--- src/rtl/bus_datapath.sv ---
// bus_datapath
// -----------------------------------------------------------------------------
// Register file and single shared data bus for the 16-bit SimpleCPU. This block
// answers the beat controller's strobes:
//   i* strobes load the current bus value into a register.
//   e* strobes choose which source drives the bus.
// It also presents address, write data and write enable to the data RAM.
//
// Optional feature: define BUS_CONTENTION_CHECK_EN to turn on contention
// checking. When two or more e* strobes are high in the same cycle:
//   - the bus is forced to zero for that cycle, and
//   - the sticky bus_err flag is set.
// Without the macro, the bus is a fixed-priority mux and bus_err is tied to 0.
//
// Ports
//   clk, reset                  clock; asynchronous active-low reset
//   idr_0/idr_1/idr_bp/idr_sp   load bus into reg0 / reg1 / bp / sp
//   imar, iaddr, ialu           load bus into mar / address latch / ALU operand B
//   edr_0/edr_1/edr_bp/edr_sp   drive reg0 / reg1 / bp / sp onto the bus
//   emar, eir, ealu, eram       drive mar / {8'h00,IR[7:0]} / alu_din / mem_rdata
//   iir                         load IR from ir_din
//   epc                         load PC from bus
//   ipc                         PC increment request (acts on its rising edge)
//   iram                        RAM write request
//   ir_din, mem_rdata, alu_din  instruction word, RAM read data, ALU result
//   bus, cmd, reg0, alu_b, pc   bus value, IR, reg0, ALU operand B, PC
//   mem_addr, mem_we, mem_wdata RAM address, write enable, write data
//   bus_err                     sticky contention flag
// -----------------------------------------------------------------------------
module bus_datapath #(
  parameter logic [15:0] SP_INIT = 16'h00FF,
  parameter int          ADDR_W  = 8
) (
  input  logic              clk,
  input  logic              reset,
  input  logic              idr_0,
  input  logic              idr_1,
  input  logic              idr_bp,
  input  logic              idr_sp,
  input  logic              imar,
  input  logic              iaddr,
  input  logic              ialu,
  input  logic              edr_0,
  input  logic              edr_1,
  input  logic              edr_bp,
  input  logic              edr_sp,
  input  logic              emar,
  input  logic              eir,
  input  logic              ealu,
  input  logic              eram,
  input  logic              iir,
  input  logic              epc,
  input  logic              ipc,
  input  logic              iram,
  input  logic [15:0]       ir_din,
  input  logic [15:0]       mem_rdata,
  input  logic [15:0]       alu_din,
  output logic [15:0]       bus,
  output logic [15:0]       cmd,
  output logic [15:0]       reg0,
  output logic [15:0]       alu_b,
  output logic [15:0]       pc,
  output logic [ADDR_W-1:0] mem_addr,
  output logic              mem_we,
  output logic [15:0]       mem_wdata,
  output logic              bus_err
);

  localparam int DATA_W = 16;

  logic [DATA_W-1:0] reg1;
  logic [DATA_W-1:0] bp;
  logic [DATA_W-1:0] sp;
  logic [DATA_W-1:0] mar;
  logic              ipc_q;
  logic [DATA_W-1:0] bus_mux;

  // PC increment wraps naturally at 16 bits (16'hFFFF -> 16'h0000).
  function automatic logic [DATA_W-1:0] inc_wrap(input logic [DATA_W-1:0] v);
    return v + 16'd1;
  endfunction

  // Fixed-priority bus source select.
  always_comb begin
    bus_mux = '0;
    if (emar)        bus_mux = mar;
    else if (eir)    bus_mux = {8'h00, cmd[7:0]};
    else if (edr_0)  bus_mux = reg0;
    else if (edr_1)  bus_mux = reg1;
    else if (edr_bp) bus_mux = bp;
    else if (edr_sp) bus_mux = sp;
    else if (ealu)   bus_mux = alu_din;
    else if (eram)   bus_mux = mem_rdata;
  end

`ifdef BUS_CONTENTION_CHECK_EN
  logic [7:0] drivers;
  logic       contention;

  assign drivers    = {emar, eir, edr_0, edr_1, edr_bp, edr_sp, ealu, eram};
  assign contention = ($countones(drivers) > 1);

  // A contended cycle puts zero on the bus, so every load that cycle captures zero.
  assign bus = contention ? '0 : bus_mux;

  always_ff @(posedge clk or negedge reset) begin
    if (!reset)          bus_err <= 1'b0;
    else if (contention) bus_err <= 1'b1;
  end
`else
  assign bus     = bus_mux;
  assign bus_err = 1'b0;
`endif

  assign mem_we    = iram;
  assign mem_wdata = bus;

  // Register file. A register that drives the bus and loads in the same cycle
  // keeps its value. This matters when a higher-priority source (or the
  // contention zeroing) owns the bus in that cycle.
  always_ff @(posedge clk or negedge reset) begin
    if (!reset) begin
      reg0     <= '0;
      reg1     <= '0;
      bp       <= '0;
      sp       <= SP_INIT;
      mar      <= '0;
      cmd      <= '0;
      pc       <= '0;
      mem_addr <= '0;
      alu_b    <= '0;
      ipc_q    <= 1'b0;
    end else begin
      if (idr_0  && !edr_0)  reg0 <= bus;
      if (idr_1  && !edr_1)  reg1 <= bus;
      if (idr_bp && !edr_bp) bp   <= bus;
      if (idr_sp && !edr_sp) sp   <= bus;
      if (imar   && !emar)   mar  <= bus;
      if (iaddr)             mem_addr <= bus[ADDR_W-1:0];
      if (ialu)              alu_b    <= bus;
      if (iir)               cmd      <= ir_din;
      // A bus load beats an increment arriving in the same cycle.
      if (epc)                 pc <= bus;
      else if (ipc && !ipc_q)  pc <= inc_wrap(pc);
      ipc_q <= ipc;
    end
  end

endmodule

--- config.mk ---
export PLATFORM = sky130hd
export DESIGN_NAME = bus_datapath
export DESIGN_NICKNAME = d
export VERILOG_FILES = /design/src/rtl/bus_datapath.sv
export SDC_FILE = /design/constraint.sdc
export NUM_CORES = 1
export LEC_CHECK = 0
export CORE_UTILIZATION = 46
export CTS_BUF_LIST = sky130_fd_sc_hd__clkbuf_8
export CTS_CLUSTER_SIZE = 16
export DETAILED_ROUTE_END_ITERATION = 7
export PLACE_DENSITY = 0.79
export SYNTH_ARGS = -nofsm -noshare
export SYNTH_HDL_FRONTEND = slang
export SYNTH_SLANG_ARGS = --single-unit
--- constraint.sdc ---
create_clock -name clk -period 1.8 [get_ports clk]
set_clock_uncertainty 0.05 [all_clocks]
set_input_delay 0.18 -clock clk [delete_from_list [all_inputs] [get_ports clk]]
set_output_delay 0.18 -clock clk [all_outputs]
set_load 0.005 [all_outputs]
# Word level (Yosys, flattened, before mapping)
# Index checks and enable logic that the tools add are counted.
# Widths: inputs -> output; s select.
word_totals:
  wordCells: 34
  ff_bits: 137
  in_bits: 69
  output_inout_bits: 106
op_classes:
  reduce_logical: 13
  n_mux: 10
  addsub: 1
op_table:
  columns: ["op", "count"]
  rows:
  - ["$mux 16", 10]
  - ["$add 16x1->16 const B", 1]
  - ["$logic_and 1x1->1", 6]
  - ["$logic_not 1->1", 6]
  - ["$reduce_bool 2->1", 1]

# Depth between registers and ports, before layout
# Gate-level depths: netlist (run 1).
depth:
  depth_word: 9
  mapped_depth: 8
  mapped_depth_nobuf: 6

# Worst setup path before layout (run 1)
# Ideal clock, no wire load.
synth_path:
  kind: "flip-flop to flip-flop"
  start: "register ipc_q"
  end: "register pc[13]"
  n_path_buf: 2
  slack_ns: 0.122
  t_arrival_ns: 1.491
  path_stages_with_launch: 8
  required_ns: 1.613
  period_less_slack_ns: 1.678
  setup_time_ns: 0.137
  cell_sequence: "dfrtp_1 nand2b_1 buf_2 or3_1 buf_2 o21a_1 nor3_1 a21oi_1"
synth_via:
  elab_chain_cells: 3
synth_rtl:
  columns: ["element", "line_no", "rtl"]
  rows:
  - ["start: declaration", "75", "logic ipc_q;"]
  - ["start signal: assignment", "145", "ipc_q <= ipc;"]
  - ["$logic_not 1->1", "144", "else if (ipc && !ipc_q) pc <= inc_wrap(pc);"]
  - ["$logic_and 1x1->1", "144", null]
  - ["$reduce_bool 2->1 (no source line)", null, null]
  - ["end signal: assignment", "143", "if (epc) pc <= bus;"]
  - ["end signal: assignment", "144", null]
  - ["end: declaration", "62", "output logic [15:0] pc,"]
# Every way passes these cells.
# A chain may end at the register's enable or synchronous reset.

# Final worst setup path (run 1)
layout_path:
  start: "register sp[5]"
  end: "output port mem_wdata[5]"
layout_via:
  elab_chain_cells: 6
layout_rtl:
  columns: ["element", "line_no", "rtl"]
  rows:
  - ["start: declaration", "73", "logic [DATA_W-1:0] sp;"]
  - ["start signal: assignment", "137", "if (idr_sp && !edr_sp) sp <= bus;"]
  - ["$mux 16", "91", "else if (edr_sp) bus_mux = sp;"]
  - ["$mux 16", "90", "else if (edr_bp) bus_mux = bp;"]
  - ["$mux 16", "89", "else if (edr_1) bus_mux = reg1;"]
  - ["$mux 16", "88", "else if (edr_0) bus_mux = reg0;"]
  - ["$mux 16", "87", "else if (eir) bus_mux = {8'h00, cmd[7:0]};"]
  - ["$mux 16", "86", "if (emar) bus_mux = mar;"]
  - ["end: declaration", "65", "output logic [15:0] mem_wdata,"]
# Every way passes these cells.

==> results of run 1 <==
==> critical path: cells and delay by family (launching register included) <==
family | cells | cell delay, ps
buf+inv | 2 | 170
compound gates | 3 | 640
flops | 1 | 560
==> Yosys cell counts (5+ instances only) <==
| cell type | n |
|---|---|
| clkbuf_1 | 27 |
| nor2_1 | 25 |
| a21oi_1 | 50 |
| mux2i_1 | 21 |
| dfrtp_1 | 129 |
| nand4_1 | 5 |
| xor2_1 | 5 |
| o22ai_1 | 13 |
| o21ai_0 | 54 |
| o21a_1 | 9 |
| nand2_1 | 90 |
| dfstp_2 | 8 |
| a221oi_1 | 13 |
| buf_2 | 11 |
| nor3_1 | 6 |
| o21ai_1 | 37 |
| o31a_1 | 9 |
| a21bo_2 | 5 |
| nand2b_1 | 17 |
| xnor2_1 | 7 |
| inv_1 | 32 |
| mux2_2 | 16 |
| buf_4 | 20 |
==> logic make-up (layout without fill, tap and decap cells) <==
group,Yosys count,count (layout)
DFF,137,137
and+or+nand+nor,167,167
AOI/OAI and AO/OA,221,221
buffers and inverters,97,372
adders and majority gates,1,1
xor gates and xnor gates,12,12
other,1,1
muxes,37,37
==> placed cells by master (no fill, tap or decap), types with 6 or more instances in the layout <==
cell               n
dfrtp_1          129
clkdlybuf4s50_1  128
buf_4            106
nand2_1           89
o21ai_0           44
a21oi_1           41
o21ai_1           37
buf_6             30
nor2_1            24
inv_1             24
mux2i_1           21
clkbuf_8          20
buf_2             18
nand2b_1          17
mux2_2            16
inv_2             12
o21ai_2           10
o31a_1             9
o21a_1             9
buf_12             9
a21oi_2            8
dfstp_2            8
o22ai_2            7
xnor2_1            7
a221oi_1           6
a221oi_4           6
nor3_1             6
==> repair_timing <==
action,in CTS,in global routing
hold buffers,1,0
resized for setup,230,33
endpoints found under the hold margin,46,0
setup endpoints to repair,113,40
pin swaps,45,22
buffers inserted,30,10
==> registers in the layout, indices dropped and copies added, names as in the netlist <==
name / cells
reg1: 16
sp: 16
mem_addr: 8
cmd: 16
alu_b: 16
reg0: 16
pc: 16
mar: 16
bp: 16
ipc_q: 1
==> worst max path at each step <==
stage,endpoint,slack (ps)
after floorplan,pc[13],120
after global placement,bus[3],-930
after detailed placement,mem_wdata[3],-970
after CTS,bus[1],-250
after global routing,mem_wdata[5],-270
final,mem_wdata[5],-250
==> power by group through the flow <==
| stage | Combinational [uW] | Sequential [uW] | Clock [uW] |
|---|---|---|---|
| floorplan | 964 | 3870 | 0 |
| CTS | 2580 | 3870 | 2340 |
| detailed placement | 2430 | 3900 | 0 |
| global route | 2900 | 3930 | 2450 |
| finish | 2710 | 3890 | 2320 |
| global placement | 2350 | 3870 | 0 |
==> per-stage QoR <==
stage                     setup TNS [ps]  cells
after floorplan                        0    673
after global placement            -78320   1062
after detailed placement          -83020   1062
after CTS                          -4420   1118
after global routing               -5120   1128
final                              -3420   1128
==> per-layer routing <==
layer | vias up | wire length, um | global-route usage
li1 | 2858 | - | -
met1 | 3121 | 8810 | 0.383
met2 | 320 | 11100 | 0.507
met3 | 47 | 1720 | 0.0693
met4 | 0 | 583 | 0.116
met5 | - | 0 | 0
==> final cells by class <==
cell class,instances,area share
Timing Repair Buffer,306,0.281
Multi-Input combinational cell,439,0.305
Tap cell,180,0.0225
Inverter,34,0.0130
Clock inverter,12,0.00848
Sequential cell,137,0.343
Clock buffer,20,0.0274
==> impl_metrics.tcl, run 1 <==
set metrics [dict create \
    critical_path.endpoint_type "output port" \
    port_buffers 171 \
    core_region_area_sq_um 13900 \
    holdWs_ps 196 \
    drc_errors 0 \
    hold_class "primary input to asynchronous set/reset pin" \
    synthDistinctLibCells 60 \
    synth_fp_nets 743 \
    r2r_setup_slack_ps 10 \
    post-route-worst-setup-slack_ps -250 \
    drive_gt1_frac 0.318 \
    async_flop_share 1.00 \
    xor_and_xnor_area_share_after_synthesis 0.0159 \
    synth.mux.area_fraction 0.0591 \
    yosys.area.top_type "dfrtp_1" \
    finalCritPeriodShare 1.14 \
    design.final.nets 1005 \
    r2r-start "sp[1]" \
    synth_seq_cells 137 \
    finalMaxSlewViolations 0 \
    r2r_cells 8 \
    internal-power_uw 6190 \
    clock_latency_ps 440 \
    grt_overflow_total 0 \
    grt_max_degree 51 \
    detailedPlacementHpwl_mm 15.1 \
    arrival_ps 1820 \
    clock_tree.root_cell "clkbuf_8" \
    placed_cell_area_sq_um 9070 \
    grt_setup_unrepaired "yes" \
    run_status "finished with violations" \
    average_cell_area_after_synthesis_sq_um 9.81 \
    number_of_buffers_created_by_cts 17 \
    drt.antenna.violating_nets 0 \
    path_class "register to output port" \
    h-tree-depth 4 \
    final_cell_area_sq_um 10000 \
    net-switching-power_uw 2720 \
    final-setup-viol-count 26 \
    cts_tree "built" \
    synth.cell_area_sq_um 6600 \
    clk_pin_slew_ps 80 \
    final.fill_count 972 \
    yosysWarningCount 0 \
    grt_pass1_wl_mm 33.9 \
    cellLeakagePower_uw 0.00455 \
    routabilityCongestion 0.886 \
    cp_max_fo 2 \
    seqCellArea_sq_um 3440 \
    synth_enable_flop_cells 0 \
    dominant_combinational_cell_family_by_area_after_synthesis "compound AO/OA/AOI/OAI gates" \
    violations_in_the_final_reports "setup timing" \
    multiInputGateArea_sq_um 3060 \
    ys_top_cells_by_area "dfrtp_1, nand2_1, o21ai_0, a21oi_1, dfstp_2" \
    timing.critical_path.required_ps 1570 \
    synth-seq-area-share 0.521 \
    grt.total_usage 0.304 \
    max_stage_delay_ps 560 \
    synthFlopType "dfrtp_1" \
    power.density_nw_per_um2 889 \
    cap_viol_max_count 0 \
    grt_antenna_before_repair 0 \
    worst_slew_margin_rel 0.562 \
    layout.core_utilization 0.720 \
    floorplan.die.width_um 122 \
    final_hold_violation_count 0 \
    layout-area-overhead-vs-synth_pct 51.9 \
    achievable-frequency_ghz 0.488 \
    final_critical_path_time_including_i_o_delays_and_setup_ps 2050 \
    routed_wire_length_per_instance_um 19.6 \
    max-vdd-ir-drop_uv 524 \
    cts.sinks 137 \
    timing.critical_path.from_type "register" \
    synth_fa_ha_area_frac 0.00190 \
    crit_path_top_delay_cell "dfstp_2" \
    syn-instance-count 673 \
    max_slew.worst_pin.slew_ps 655 \
    r2r-end "bp[1]" \
    yosys.area.top_type_share 0.489 \
    boundaryPins 175 \
    die_height_um 122 \
    die_area_sq_um 14800 \
    crit_start "sp[5]" \
    p_comb_frac 0.304 \
    vias 6346 \
    sw_frac_of_total 0.305 \
    place_ws_ps -966 \
    routed_wl_mm 22.2 \
    drt-pass1-iter-count 5 \
    design_power_total_uw 8910 \
    avgViaCountPerCell 5.63 \
    n_antenna_cell 0 \
    path_cells "o22ai_2, o31a_1, a21bo_2, inv_2, buf_2" \
    synth_compound_gate_area_share 0.215 \
    clock_power_share 0.260 \
    clockBufferDepth 2 \
    detailedRoute.firstIterationViolations 434 \
    initial_core_utilization 0.474 \
    row_count 43 \
    power.share.sequential 0.436 \
    synth_simple_gate_area_frac 0.115 \
    number_of_global_route_vias_before_repair 6353 \
]
Note: power is estimated with default switching activity, not from simulation.
==> run 2: changes to the inputs <==
--- a/config.mk
+++ b/config.mk
@@ -5,11 +5,11 @@
 export SDC_FILE = /design/constraint.sdc
 export NUM_CORES = 1
 export LEC_CHECK = 0
-export CORE_UTILIZATION = 46
+export CORE_UTILIZATION = 40
 export CTS_BUF_LIST = sky130_fd_sc_hd__clkbuf_8
 export CTS_CLUSTER_SIZE = 16
 export DETAILED_ROUTE_END_ITERATION = 7
-export PLACE_DENSITY = 0.79
+export PLACE_DENSITY = 0.68
 export SYNTH_ARGS = -nofsm -noshare
 export SYNTH_HDL_FRONTEND = slang
 export SYNTH_SLANG_ARGS = --single-unit
==> constraint.sdc (replaced) <==
create_clock -name clk -period 2.65 [get_ports clk]
set_clock_uncertainty 0.05 [all_clocks]
set_input_delay 0.265 -clock clk [delete_from_list [all_inputs] [get_ports clk]]
set_output_delay 0.265 -clock clk [all_outputs]
set_load 0.005 [all_outputs]
==> impl_metrics.tcl, run 2 (synthesized netlist as in run 1, its figures left out) <==
set metrics [dict create \
    max_slew.worst_pin.slew_ps 822 \
    max_stage_delay_ps 510 \
    timing.critical_path.from_type "primary input" \
    cts_tree "built" \
    path_class "primary input to output port" \
    clk_pin_slew_ps 70 \
    grt_pass1_wl_mm 31.4 \
    port_buffers 171 \
    run_status "completed" \
    final_hold_violation_count 0 \
    grt_overflow_total 0 \
    floorplan.die.width_um 130 \
    final_critical_path_time_including_i_o_delays_and_setup_ps 2620 \
    arrival_ps 2300 \
    layout-area-overhead-vs-synth_pct 40.3 \
    clockBufferDepth 2 \
    cp_max_fo 23 \
    final_cell_area_sq_um 9260 \
    final_common_cell "clkdlybuf4s50_1" \
    cellLeakagePower_uw 0.00409 \
    design_power_total_uw 5750 \
    met1_usage 0.338 \
    grt_util_met2 0.388 \
    boundaryPins 175 \
    final_instance_count_excl_fillers 1096 \
    clock_latency_ps 450 \
    drt.antenna.violating_nets 0 \
    grt.total_usage 0.251 \
    place_ws_ps -328 \
    finalMaxSlewViolations 0 \
    finalCritPeriodShare 0.988 \
    row_count 46 \
    drt-pass1-iter-count 5 \
    place.detailed.instances 1058 \
    drive_gt1_frac 0.175 \
    global_route.peak_usage_layer "met2" \
    avgViaCountPerCell 5.32 \
    cp_common_cell "clkdlybuf4s50_1" \
    layout.core_utilization 0.579 \
    number_of_global_route_vias_before_repair 5689 \
    path_cells "clkdlybuf4s50_1, buf_4, a21oi_1, o311ai_4, nand2_2, inv_2, clkdlybuf4s50_1" \
    drc_errors 0 \
    detailedPlacementHpwl_mm 14.8 \
    layout.cells.most_common_list "clkdlybuf4s50_1, dfrtp_1, nand2_1, buf_4, o21ai_0" \
    detailedRoute.firstIterationViolations 399 \
    initial_core_utilization 0.413 \
    core_region_area_sq_um 16000 \
    vias 5830 \
    achievable-frequency_ghz 0.382 \
    critical_path.endpoint_type "output port" \
    max-vdd-ir-drop_uv 325 \
    design.final.nets 937 \
    cts.sinks 137 \
    timing.critical_path.required_ps 2340 \
    crit_path_top_delay_cell "a21oi_1" \
    clock_tree.root_cell "clkbuf_8" \
    grt_antenna_before_repair 0 \
    hold_class "primary input to register" \
    grt_max_degree 74 \
    final.fill_count 1429 \
    routed_wl_mm 20.6 \
    routabilityCongestion 0.837 \
    die_height_um 130 \
    power.density_nw_per_um2 621 \
    h-tree-depth 4 \
    worst_slew_margin_rel 0.450 \
    global_route.usage.met3 0.0684 \
    cap_viol_max_count 0 \
    post-route-worst-setup-slack_ps 33.0 \
    die_area_sq_um 17000 \
    final-setup-viol-count 0 \
    n_antenna_cell 0 \
    routed_wire_length_per_instance_um 18.8 \
    grt_setup_unrepaired "yes" \
    number_of_buffers_created_by_cts 17 \
    placed_cell_area_sq_um 8750 \
]
[run 2: area by class of cell]
| cell class | count | area, sq um | area share |
|---|---|---|---|
| Clock buffer | 20 | 275 | 0.0297 |
| Clock inverter | 12 | 73.8 | 0.00797 |
| Sequential cell | 137 | 3440 | 0.371 |
| Tap cell | 216 | 270 | 0.0292 |
| Inverter | 34 | 128 | 0.0138 |
| Multi-Input combinational cell | 441 | 2810 | 0.303 |
| Timing Repair Buffer | 236 | 2270 | 0.245 |
[run 2: path summary, 6_finish.rpt]
check | startpoint | end | slack [ps] | depth (start not counted)
worst max-delay path | eir | bus[1] | 30 | 7
worst min register to register | sp[6] | sp[6] | 420 | 2
worst max register to register | ipc_q | pc[15] | 800 | 5
min in group asynchronous | reset | bp[14] | 350 | 2
worst min-delay path | ipc | ipc_q | 280 | 1
max in group asynchronous | reset | mar[7] | 1410 | 3
[run 2: critical path, delay by kind of cell]
kind,cells,cell delay [ps]
and+or+nand+nor,1,150
AOI/OAI and AO/OA,2,760
buffers and inverters,4,1120
[run 2: timing repair]
action / in CTS / in global routing
cloned: 1 / 1
endpoints found under the setup margin: 32 / 31
gates resized for setup: 23 / 7
buffers inserted: 3 / 0
endpoints found under the hold margin: 70 / 0
pin swaps: 11 / 1
hold buffers: 1 / 0
[run 2: per-stage QoR]
| step | hold WS, ps | setup TNS (ps) |
|---|---|---|
| after global placement | 268 | -3810 |
| after global routing | 265 | -9.11 |
| after detailed placement | 277 | -5510 |
| after floorplan | -80.6 | 0 |
| after CTS | 260 | -27.6 |
| final | 281 | 0 |
[run 2: power breakdown]
group | switching [uW] | total [uW] | internal (uW)
registers | 225 | 2640 | 2410
logic | 719 | 1570 | 851
clock network | 765 | 1550 | 782
[run 2: routing by layer]
metal	share of wire	vias to the layer above
li1	-	2732
met1	0.43	2835
met4	0.019	0
met3	0.084	32
met5	0	-
met2	0.46	231
==> run 3: changes to the inputs <==
--- a/config.mk
+++ b/config.mk
@@ -10,6 +10,7 @@
 export CTS_CLUSTER_SIZE = 16
 export DETAILED_ROUTE_END_ITERATION = 7
 export PLACE_DENSITY = 0.68
+export SLEW_MARGIN = 20
 export SYNTH_ARGS = -nofsm -noshare
 export SYNTH_HDL_FRONTEND = slang
 export SYNTH_SLANG_ARGS = --single-unit
==> results of run 3 <==
Same layout as run 2: the final DEF is identical, and so are final timing and power.
